**config.mk**
```make
export PLATFORM = sky130hd
export DESIGN_NAME = wb_write_master
export DESIGN_NICKNAME = d
export VERILOG_FILES = /design/src/rtl/wb_master_pkg.sv /design/src/rtl/wb_req_fifo.sv /design/src/rtl/wb_write_master.sv
export SDC_FILE = /design/constraint.sdc
export NUM_CORES = 1
export LEC_CHECK = 0
export ABC_AREA = 0
export CAP_MARGIN = 25
export CORE_ASPECT_RATIO = 0.6
export CORE_MARGIN = 1
export CORE_UTILIZATION = 36
export DETAILED_ROUTE_END_ITERATION = 16
export PLACE_DENSITY = 0.64
export SYNTH_ARGS = -nofsm -noshare
export SYNTH_HDL_FRONTEND = slang
export SYNTH_HIERARCHICAL = 1
export SYNTH_SLANG_ARGS = --single-unit
```
**constraint.sdc**
```tcl
create_clock -name p_clk -period 3.4 [get_ports p_clk]
set_input_delay 1.02 -clock p_clk [delete_from_list [all_inputs] [get_ports p_clk]]
set_output_delay 1.02 -clock p_clk [all_outputs]
set_load 0.02 [all_outputs]
```
**src/rtl/wb_master_pkg.sv**
```systemverilog
// Shared types for the Wishbone single-write master.
// Request bundle, FSM states and the config slave base address.
package wb_master_pkg;

    typedef struct packed {
        logic [31:0] addr;
        logic [31:0] data;
        logic [3:0]  sel;
    } wb_req_t;

    typedef enum logic [1:0] {
        IDLE = 2'd0,
        BUS  = 2'd1,
        GAP  = 2'd2
    } wb_state_e;

    localparam logic [31:0] CFG_SLAVE_ADDR = 32'hb000_0000;

    function automatic logic [7:0] sat_inc8(input logic [7:0] v);
        return (v == 8'hff) ? v : v + 8'd1;
    endfunction

endpackage

```
**src/rtl/wb_req_fifo.sv**
```systemverilog
// Request FIFO of wb_req_t; full/empty are registered so the
// producer-facing ready has no path from the pop side.
module wb_req_fifo
    import wb_master_pkg::*;
#(
    parameter int DEPTH = 4
) (
    input  logic    p_clk,
    input  logic    p_resetn,
    input  logic    push,
    input  wb_req_t wdata,
    input  logic    pop,
    output logic    full,
    output logic    empty,
    output wb_req_t head
);

    localparam int AW = $clog2(DEPTH);
    localparam int CW = AW + 1;

    wb_req_t        mem [DEPTH];
    logic [AW-1:0]  wptr;
    logic [AW-1:0]  rptr;
    logic [CW-1:0]  count;
    logic [CW-1:0]  count_nxt;
    logic           do_push;
    logic           do_pop;

    assign do_push = push && !full;
    assign do_pop  = pop && !empty;
    assign head    = mem[rptr];

    always_comb begin
        count_nxt = count;
        if (do_push && !do_pop) begin
            count_nxt = count + CW'(1);
        end else if (!do_push && do_pop) begin
            count_nxt = count - CW'(1);
        end
    end

    always_ff @(posedge p_clk) begin
        if (!p_resetn) begin
            wptr  <= '0;
            rptr  <= '0;
            count <= '0;
            full  <= 1'b0;
            empty <= 1'b1;
        end else begin
            if (do_push) wptr <= wptr + AW'(1);
            if (do_pop)  rptr <= rptr + AW'(1);
            count <= count_nxt;
            full  <= (count_nxt == CW'(DEPTH));
            empty <= (count_nxt == '0);
        end
    end

    always_ff @(posedge p_clk) begin
        if (do_push) mem[wptr] <= wdata;
    end

endmodule

```
**src/rtl/wb_write_master.sv**
```systemverilog
// Wishbone B3 single-write master: queues requests and issues each as
// one classic write cycle with retry, error and timeout handling.
module wb_write_master
    import wb_master_pkg::*;
#(
    parameter int FIFO_DEPTH = 4,
    parameter int TIMEOUT    = 16,
    parameter int MAX_RETRY  = 3
) (
    input  logic        p_clk,
    input  logic        p_resetn,
    input  logic        req_valid,
    output logic        req_ready,
    input  logic [31:0] req_addr,
    input  logic [31:0] req_data,
    input  logic [3:0]  req_sel,
    output logic [31:0] p_wb_ADR_O,
    output logic [31:0] p_wb_DAT_O,
    input  logic [31:0] p_wb_DAT_I,
    output logic [3:0]  p_wb_SEL_O,
    output logic        p_wb_CYC_O,
    output logic        p_wb_STB_O,
    output logic        p_wb_WE_O,
    output logic        p_wb_LOCK_O,
    input  logic        p_wb_ACK_I,
    input  logic        p_wb_ERR_I,
    input  logic        p_wb_RTY_I,
    output logic        busy,
    output logic        done,
    output logic        err,
    output logic [7:0]  err_count
);

    localparam int TW = $clog2(TIMEOUT) + 1;
    localparam int RW = $clog2(MAX_RETRY + 1) + 1;

    wb_state_e      state;
    wb_state_e      state_nxt;
    wb_req_t        head;
    wb_req_t        wdata;
    logic           full;
    logic           empty;
    logic           push;
    logic           pop;
    logic           launch;
    logic           ok;
    logic           drop;
    logic           retry_ok;
    logic           tmo_hit;
    logic [TW-1:0]  tmo_cnt;
    logic [RW-1:0]  retry_cnt;
    logic           dat_i_unused;

    assign dat_i_unused = ^p_wb_DAT_I;

    assign req_ready   = !full;
    assign push        = req_valid && !full;
    assign wdata       = '{addr: req_addr, data: req_data, sel: req_sel};
    assign pop         = ok || drop;
    assign busy        = !empty || (state != IDLE);
    assign p_wb_LOCK_O = 1'b0;
    assign tmo_hit     = (tmo_cnt == TW'(TIMEOUT - 1));
    assign retry_ok    = (retry_cnt < RW'(MAX_RETRY));

    wb_req_fifo #(
        .DEPTH (FIFO_DEPTH)
    ) u_fifo (
        .p_clk    (p_clk),
        .p_resetn (p_resetn),
        .push     (push),
        .wdata    (wdata),
        .pop      (pop),
        .full     (full),
        .empty    (empty),
        .head     (head)
    );

    always_ff @(posedge p_clk) begin
        if (!p_resetn) begin
            state <= IDLE;
        end else begin
            state <= state_nxt;
        end
    end

    // Response priority is ERR > RTY > ACK; silence counts toward timeout.
    always_comb begin
        state_nxt = state;
        unique case (state)
            IDLE: begin
                if (!empty) state_nxt = BUS;
            end
            BUS: begin
                if (p_wb_ERR_I) begin
                    state_nxt = IDLE;
                end else if (p_wb_RTY_I) begin
                    state_nxt = retry_ok ? GAP : IDLE;
                end else if (p_wb_ACK_I || tmo_hit) begin
                    state_nxt = IDLE;
                end
            end
            GAP: begin
                state_nxt = BUS;
            end
            default: begin
                state_nxt = IDLE;
            end
        endcase
    end

    always_comb begin
        launch = 1'b0;
        ok     = 1'b0;
        drop   = 1'b0;
        unique case (state)
            IDLE: begin
                launch = !empty;
            end
            BUS: begin
                if (p_wb_ERR_I) begin
                    drop = 1'b1;
                end else if (p_wb_RTY_I) begin
                    drop = !retry_ok;
                end else if (p_wb_ACK_I) begin
                    ok = 1'b1;
                end else begin
                    drop = tmo_hit;
                end
            end
            GAP: begin
                launch = 1'b1;
            end
            default: begin
                launch = 1'b0;
            end
        endcase
    end

    always_ff @(posedge p_clk) begin
        if (!p_resetn) begin
            p_wb_ADR_O <= '0;
            p_wb_DAT_O <= '0;
            p_wb_SEL_O <= '0;
            p_wb_CYC_O <= 1'b0;
            p_wb_STB_O <= 1'b0;
            p_wb_WE_O  <= 1'b0;
            done       <= 1'b0;
            err        <= 1'b0;
            err_count  <= '0;
            retry_cnt  <= '0;
            tmo_cnt    <= '0;
        end else begin
            p_wb_CYC_O <= (state_nxt == BUS);
            p_wb_STB_O <= (state_nxt == BUS);
            p_wb_WE_O  <= (state_nxt == BUS);
            if (launch) begin
                p_wb_ADR_O <= head.addr;
                p_wb_DAT_O <= head.data;
                p_wb_SEL_O <= head.sel;
            end
            done <= ok;
            err  <= drop;
            if (drop) err_count <= sat_inc8(err_count);
            if (pop) begin
                retry_cnt <= '0;
            end else if (state == BUS && p_wb_RTY_I && !p_wb_ERR_I) begin
                retry_cnt <= retry_cnt + RW'(1);
            end
            if (launch) begin
                tmo_cnt <= '0;
            end else if (state == BUS && state_nxt == BUS) begin
                tmo_cnt <= tmo_cnt + TW'(1);
            end
        end
    end

endmodule

```
==> results_dict.tcl <==
set metrics [dict create \
    status "complete, no violations" \
    tightest_slew_ns 0.8704 \
    synth_top_area_share_pct 59.01 \
    yosys.area_share.adder_pct 0.9040 \
    yosysWarnings 6 \
    multiInputGateArea_sq_um 3361 \
    worst-setup-path-type "reg -> out" \
    ctsResizeCount 0 \
    power_switching_mw 2.790 \
    clkTransAtPathRegs_ns 0.06 \
    crit_start "state[0]" \
    fmax_mhz 354.1 \
    synthCells 836 \
    synthXorXnorAreaFrac_pct 0.7503 \
    hold_depth 2 \
    synth_top_family_by_area "multiplexers" \
    post-route-drc-count 0 \
    synth_mux_area_share_pct 11.14 \
    portBuffers 156 \
    yosysTopAreaCell "edfxtp_1" \
    worst_setup_path_start_kind "flop" \
    synth_most_common_cell "edfxtp_1" \
    hold_class "reg -> reg" \
    cp.required_ns 2.38 \
    die_area_sq_um 39260 \
    grt_pass1_vias 7895 \
    fin_crit_sh_pct 83.06 \
    ant_nets 0 \
    whs_endpoint "p_wb_DAT_O[20]" \
    yosys-top-cells-count "272 x edfxtp_1, 150 x nand2_1, 100 x dfxtp_1, 85 x a21oi_1, 68 x mux4_2" \
    antenna_found_initial 2 \
    place.detailed.hpwl_microns 18100 \
    slowest_delay_ns 0.62 \
    fp-row-count 55 \
    nets 1127 \
    grt.total_usage_pct 15.39 \
    peakVddDrop_uv 272.7 \
    grt-ovfl-total 0 \
    reg2reg_setup_slack_ns 0.93 \
    async_reset_ff_share_pct 0 \
    hold_start "p_wb_DAT_O[20]" \
    r2r-start "tmo_cnt[0]" \
    place_congestion 0.7782 \
    cts_root_buffer "clkbuf_16" \
    htreeDepth 2 \
    numCtsBuffers 37 \
    cp.arrival_ns 1.80 \
    synth_simple_gate_area_share_pct 6.816 \
    netSwitchingFraction_pct 25.15 \
    wire_per_inst_microns 18.85 \
    post_cts_buffers 0 \
    worstRegToRegCells 10 \
    met1_usage_pct 21.51 \
    seqPwrFrac_pct 49.2 \
    setup_slack_ns 0.5761 \
    p_leak_nw 5.573 \
    first_pass_iters 4 \
    clk_latency_ns 0.52 \
    synth_edf_count 272 \
    postCtsHoldBufs 0 \
    cts.sinks 372 \
    grt_max_degree 57 \
    pin_count 190 \
    viasPerCell 4.840 \
    seq_area_sq_um 10180 \
    start_util_pct 36.64 \
    die_w_microns 255.1 \
    drt-initial-drc-count 485 \
    syn_to_final_growth_pct 24.84 \
    hold_violations 0 \
    top_usage_layer "met2" \
    internal_power_mw 8.301 \
    power_frac_comb_pct 15.4 \
    yosys-top-cells-area "edfxtp_1 59%, dfxtp_1 14%, mux4_2 11%" \
    cts_tree "done" \
    maxCapViolations 0 \
    synth-seq-cells 372 \
    met3_usage_pct 3.792 \
    period_needed_ns 2.824 \
    dp_slack_ns 0.1617 \
    slowest_stage "clkdlybuf4s50_1" \
    setup_tns_ns 0 \
    drive_gt1_share_pct 16.27 \
    clock_path_buffers 3 \
    skew_ns 0.01388 \
    setup_violations 0 \
    grt_setup_unrepaired "no" \
    p_per_area_nw_per_um2 641.9 \
    critical_path_depth 3 \
    use_met2_pct 24.13 \
    synth_seq_area_share_pct 73.48 \
    core_area_sq_um 37780 \
    dr_total_vias 7522 \
    ys.flop_type "edfxtp_1" \
    crit_chain "inv_1, nand3_1, clkdlybuf4s50_1" \
    ys_types 49 \
    slew_violations 0 \
    worstReg2RegEnd "u_fifo/empty" \
    cp_max_fo 7 \
    path_delay_family "buffers and inverters" \
    clkPwrFrac_pct 35.3 \
    syn-cell-area_sq_um 13840 \
    synth_fp_nets 952 \
    wl_microns 29290 \
    num-fill-cells 3262 \
    slew_headroom_pct 41.97 \
    crit_path_end_kind "output port" \
    synth_compound_area_share_pct 4.484 \
    die_h_microns 153.9 \
    synth_area_per_cell_sq_um 16.56 \
    grt_pass1_wl_microns 45840 \
    cp_num_buf_inv 2 \
]
==> layer usage <==
metal  part of all wire, %  wire (microns)
met1                    47           13890
met2                    46           13510
met3                   4.7            1391
met4                   1.7             488
met5                 0.044              13
==> area by class of cell <==
type | instances | area share (%)
clock buffers | 51 | 5.894
flip-flops and latches | 372 | 58.90
multi-input cells | 407 | 19.45
well taps | 513 | 3.715
repair buffers | 182 | 10.96
diodes | 2 | 0.02896
clock inverters | 16 | 0.8110
inverters | 11 | 0.2390
==> worst min-delay path, cell delays in order, from the launching register on <==
cell	delay (ns)
dfxtp_1	0.31
nand2_1	0.05
a21oi_1	0.05
==> power groups by stage <==
stage / registers, mW / clock network (mW) / logic [mW]
2_1_floorplan: 5.69 / 0 / 0.799
3_3_place_gp: 5.54 / 0 / 1.72
3_5_place_dp: 5.56 / 0 / 1.74
4_1_cts: 5.46 / 4.06 / 1.74
5_1_grt: 5.50 / 4.23 / 1.86
6_report: 5.46 / 3.92 / 1.71
==> flip-flops by register name, indices dropped and copies added (netlist names), 2 cells and up, named ones only <==
name / cells
u_fifo/mem: 272
p_wb_ADR_O: 32
p_wb_DAT_O: 32
err_count: 8
tmo_cnt: 5
p_wb_SEL_O: 4
retry_cnt: 3
u_fifo/count: 3
state: 2
u_fifo/rptr: 2
u_fifo/wptr: 2
==> worst max-delay path by stage <==
| stage | to | slack [ns] |
|---|---|---|
| after global placement | u_fifo/empty | 0.22 |
| final | busy | 0.58 |
| after global routing | busy | 0.47 |
| after floorplan | u_fifo/mem[0][0] | 0.61 |
| after detailed placement | u_fifo/empty | 0.16 |
| after CTS | busy | 0.54 |
==> layout by cell type (no fill, tap or decap), drive strengths merged, types with 3 or more instances in the layout <==
cell type	instances
edfxtp	272
clkdlybuf4s50	156
nand2	150
dfxtp	100
a21oi	85
mux4	68
clkbuf	51
buf	26
inv	14
nor2	13
and2	11
clkinv	11
ha	10
nand3	8
xnor2	7
o21ai	7
o31ai	6
or4	5
xor2	4
and3	3
nor2b	3
==> per-stage QoR <==
step / std cells / util [%] / instance area (sq um) / hold slack, ns / total power [mW]
final: 1554 / 45.74 / 17280 / 0.4527 / 11.09
after global routing: 1552 / 45.72 / 17270 / 0.4739 / 11.60
after CTS: 1552 / 45.72 / 17270 / 0.4561 / 11.27
after detailed placement: 1485 / 42.66 / 16120 / 0.4472 / 7.293
after global placement: 1485 / 42.66 / 16120 / 0.4412 / 7.259
after floorplan: 836 / - / 13850 / 0.4488 / 6.488
==> kinds of logic (layout without fill, tap and decap cells) <==
group / count (synthesis) / in the layout
multiplexers: 69 / 69
adder cells (fa/ha/maj): 10 / 10
flip-flops: 372 / 372
AO/OA/AOI/OAI: 107 / 107
XOR/XNOR: 11 / 11
buffers and inverters: 57 / 260
other: 1 / 3
AND/OR/NAND/NOR: 209 / 209
Note: power is estimated with default switching activity, not from simulation.
==> RTL change: new RTL, same settings <==
The output `err` loses its register stage (`err` becomes a continuous assignment).
--- a/src/rtl/wb_write_master.sv
+++ b/src/rtl/wb_write_master.sv
@@ -147,3 +147,2 @@
             done       <= 1'b0;
-            err        <= 1'b0;
             err_count  <= '0;
@@ -161,3 +160,2 @@
             done <= ok;
-            err  <= drop;
             if (drop) err_count <= sat_inc8(err_count);
@@ -176,2 +174,4 @@
 
+    assign err = drop;
+
 endmodule
Behaviour: not the same (Yosys sat finds a counterexample within 4 cycles, from zero or initial values and one cycle with p_resetn low).
==> RTL change against the unedited design <==
Critical path depth increased by 2; largest cell class unchanged; fmax decreased by 15%; critical path type is now in2out; area after synthesis about the same; final area increased by 0.27%; worst setup slack got worse by 0.50 ns; sequential share of layout area decreased by 0.27 points; power increased by 1.8%; clock power increased by 6.4%; sequential cell count decreased by 1; wire length decreased by 0.81%; non-clock buffer count decreased by 1.
==> RTL change: results (changes against the unedited design) <==
================================================================================
Status                                                              finished, final reports clean
Delay contributed by the slowest stage of the critical path              0.42 ns   -0.20 ns
Initial antenna violation count                                                3   +1
Ranking of synthesized cells by instance count                      272 x edfxtp_1, 153 x nand2_1, 99 x dfxtp_1
Buffering overhead                                                         10.7%   -0.25 points
Clk pin slew, worst setup/hold paths                                     0.06 ns   about the same
Wire length after detailed routing                                      29100 um   -0.81%
Highest net fanout along the worst path                                        6   -1
N_diodes                                                                       1   -1
Inverters excl. clock                                                         10   -1
# clk buffers                                                                 46   -9.8%
Register Area                                                         0.0102 mm2   -0.20%
Count of distinct cell types in the synthesized netlist                       48   -2.0%
First-pass detailed-route iteration total                                      5   +1
Yosys warning count                                                            6   unchanged
Sequential fraction of the synthesis area                                  73.4%   -0.12 points
Worst Hold Path EP                                                  p_wb_DAT_O[3]
DR vias                                                                     7535   +0.17%
Maximum number of pins on one net before global-route repair                  69   +21%
Depth of the most critical reg-to-reg path                                    11   +1
Clk sink count                                                               371   -0.27%
Flop-to-flop setup slack                                                 0.69 ns   -0.24 ns
Worst hold margin                                                       0.454 ns   +0.00110 ns
Quantity of I/O buffers inserted on ports                                    156   unchanged
Later-pin clock latency in the skew report                               0.54 ns   +0.02 ns
CP arrival                                                               2.30 ns   +0.50 ns
# fillers                                                                   3214   -1.5%
Switching part of the total                                                25.2%   +0.049 points
Part of the total power dissipated in sequential elements                  48.2%   -1.0 points
Maximum clock path buffer count                                                3   unchanged
Fraction of final layout cells sized beyond drive strength 1               16.3%   +0.033 points
Worst setup skew after layout                                          0.0238 ns   +0.00988 ns
VDD IR max                                                              0.321 mV   +18%
Fraction of standard cell area in multi-input logic                        19.6%   +0.16 points
Wire length of the first global-routing pass                            44500 um   -2.9%
Least-Margin Pin Slew                                                   0.645 ns   -0.225 ns
TritonCTS buffer count                                                        36   -2.7%
Total Routing Usage GR                                                     15.1%   -0.33 points
Initial standard-cell utilization of the core                              36.6%   about the same
Share of synthesized flip-flops with an asynchronous set or reset             0%   unchanged
Leakage component of the power                                        0.00565 uW   +1.3%
Critical hold path startpoint                                       p_wb_DAT_O[3]
Combinational power share                                                  14.9%   -0.5 points
Post-Place Setup Slack                                                 -0.155 ns   -0.316 ns
Number of DRC markers after the initial detailed-route iteration             511   +5.4%
Number of nets in the synthesized netlist                                    958   +0.63%
Top area cells in the synthesized netlist                           edfxtp_1 59%, dfxtp_1 14%, mux4_2 11%
Clock network area share                                                   7.12%   +0.42 points
Multi-In Gates                                                               415   +2.0%
================================================================================
[RTL change: cell types whose count changed after synthesis, sizes merged, moves of 3 or more]
cell,before,now
mux2i,1,6
o31ai,6,1
nor3,2,9
o21ai,7,4
nand2b,2,6
or4,5,0
nand2,150,153
nand3,8,11
a21oi,85,76
[RTL change: kinds of logic after synthesis]
group                      Yosys count  share of synthesized area, %
AOI/OAI and AO/OA                   93                          3.85
xor gates and xnor gates            10                         0.687
adders and majority gates           10                         0.904
buffers and inverters               56                          2.30
DFF                                371                          73.4
muxes                               74                          11.5
other                                1                        0.0271
and+or+nand+nor                    227                          7.37
[RTL change: worst max path at each step]
stage	depth (start not counted)	end	slack [ns]	startpoint
3_3_place_gp	5	err	-0.17	p_wb_ACK_I
4_1_cts	5	err	0.07	p_wb_RTY_I
6_report	5	err	0.08	p_wb_RTY_I
5_1_grt	5	err	0.002	p_wb_ACK_I
3_5_place_dp	5	err	-0.15	p_wb_ACK_I
2_1_floorplan	9	u_fifo/empty	0.51	p_wb_ACK_I
[RTL change: layer usage]
metal / routed length (um) / up-vias / GRT usage (%)
met1: 13500 / 3802 / 21.1
met3: 1740 / 36 / 3.91
met4: 376 / 4 / 3.71
met5: 31 / - / 0
li1: - / 3522 / -
met2: 13400 / 171 / 23.4
[RTL change: stage by stage]
step                utilization (%)  area (um2)  std cells
floorplan                         -       13800        842
global placement               42.5       16100       1489
detailed placement             42.5       16100       1489
CTS                            45.8       17300       1555
global route                   45.9       17300       1556
finish                         45.9       17300       1557
[RTL change: timing repair]
action | in CTS | in global routing
hold buffers | 0 | 0
hold endpoints to repair | 0 | 0
setup endpoints to repair | 1 | 0
gates resized for setup | 1 | 0
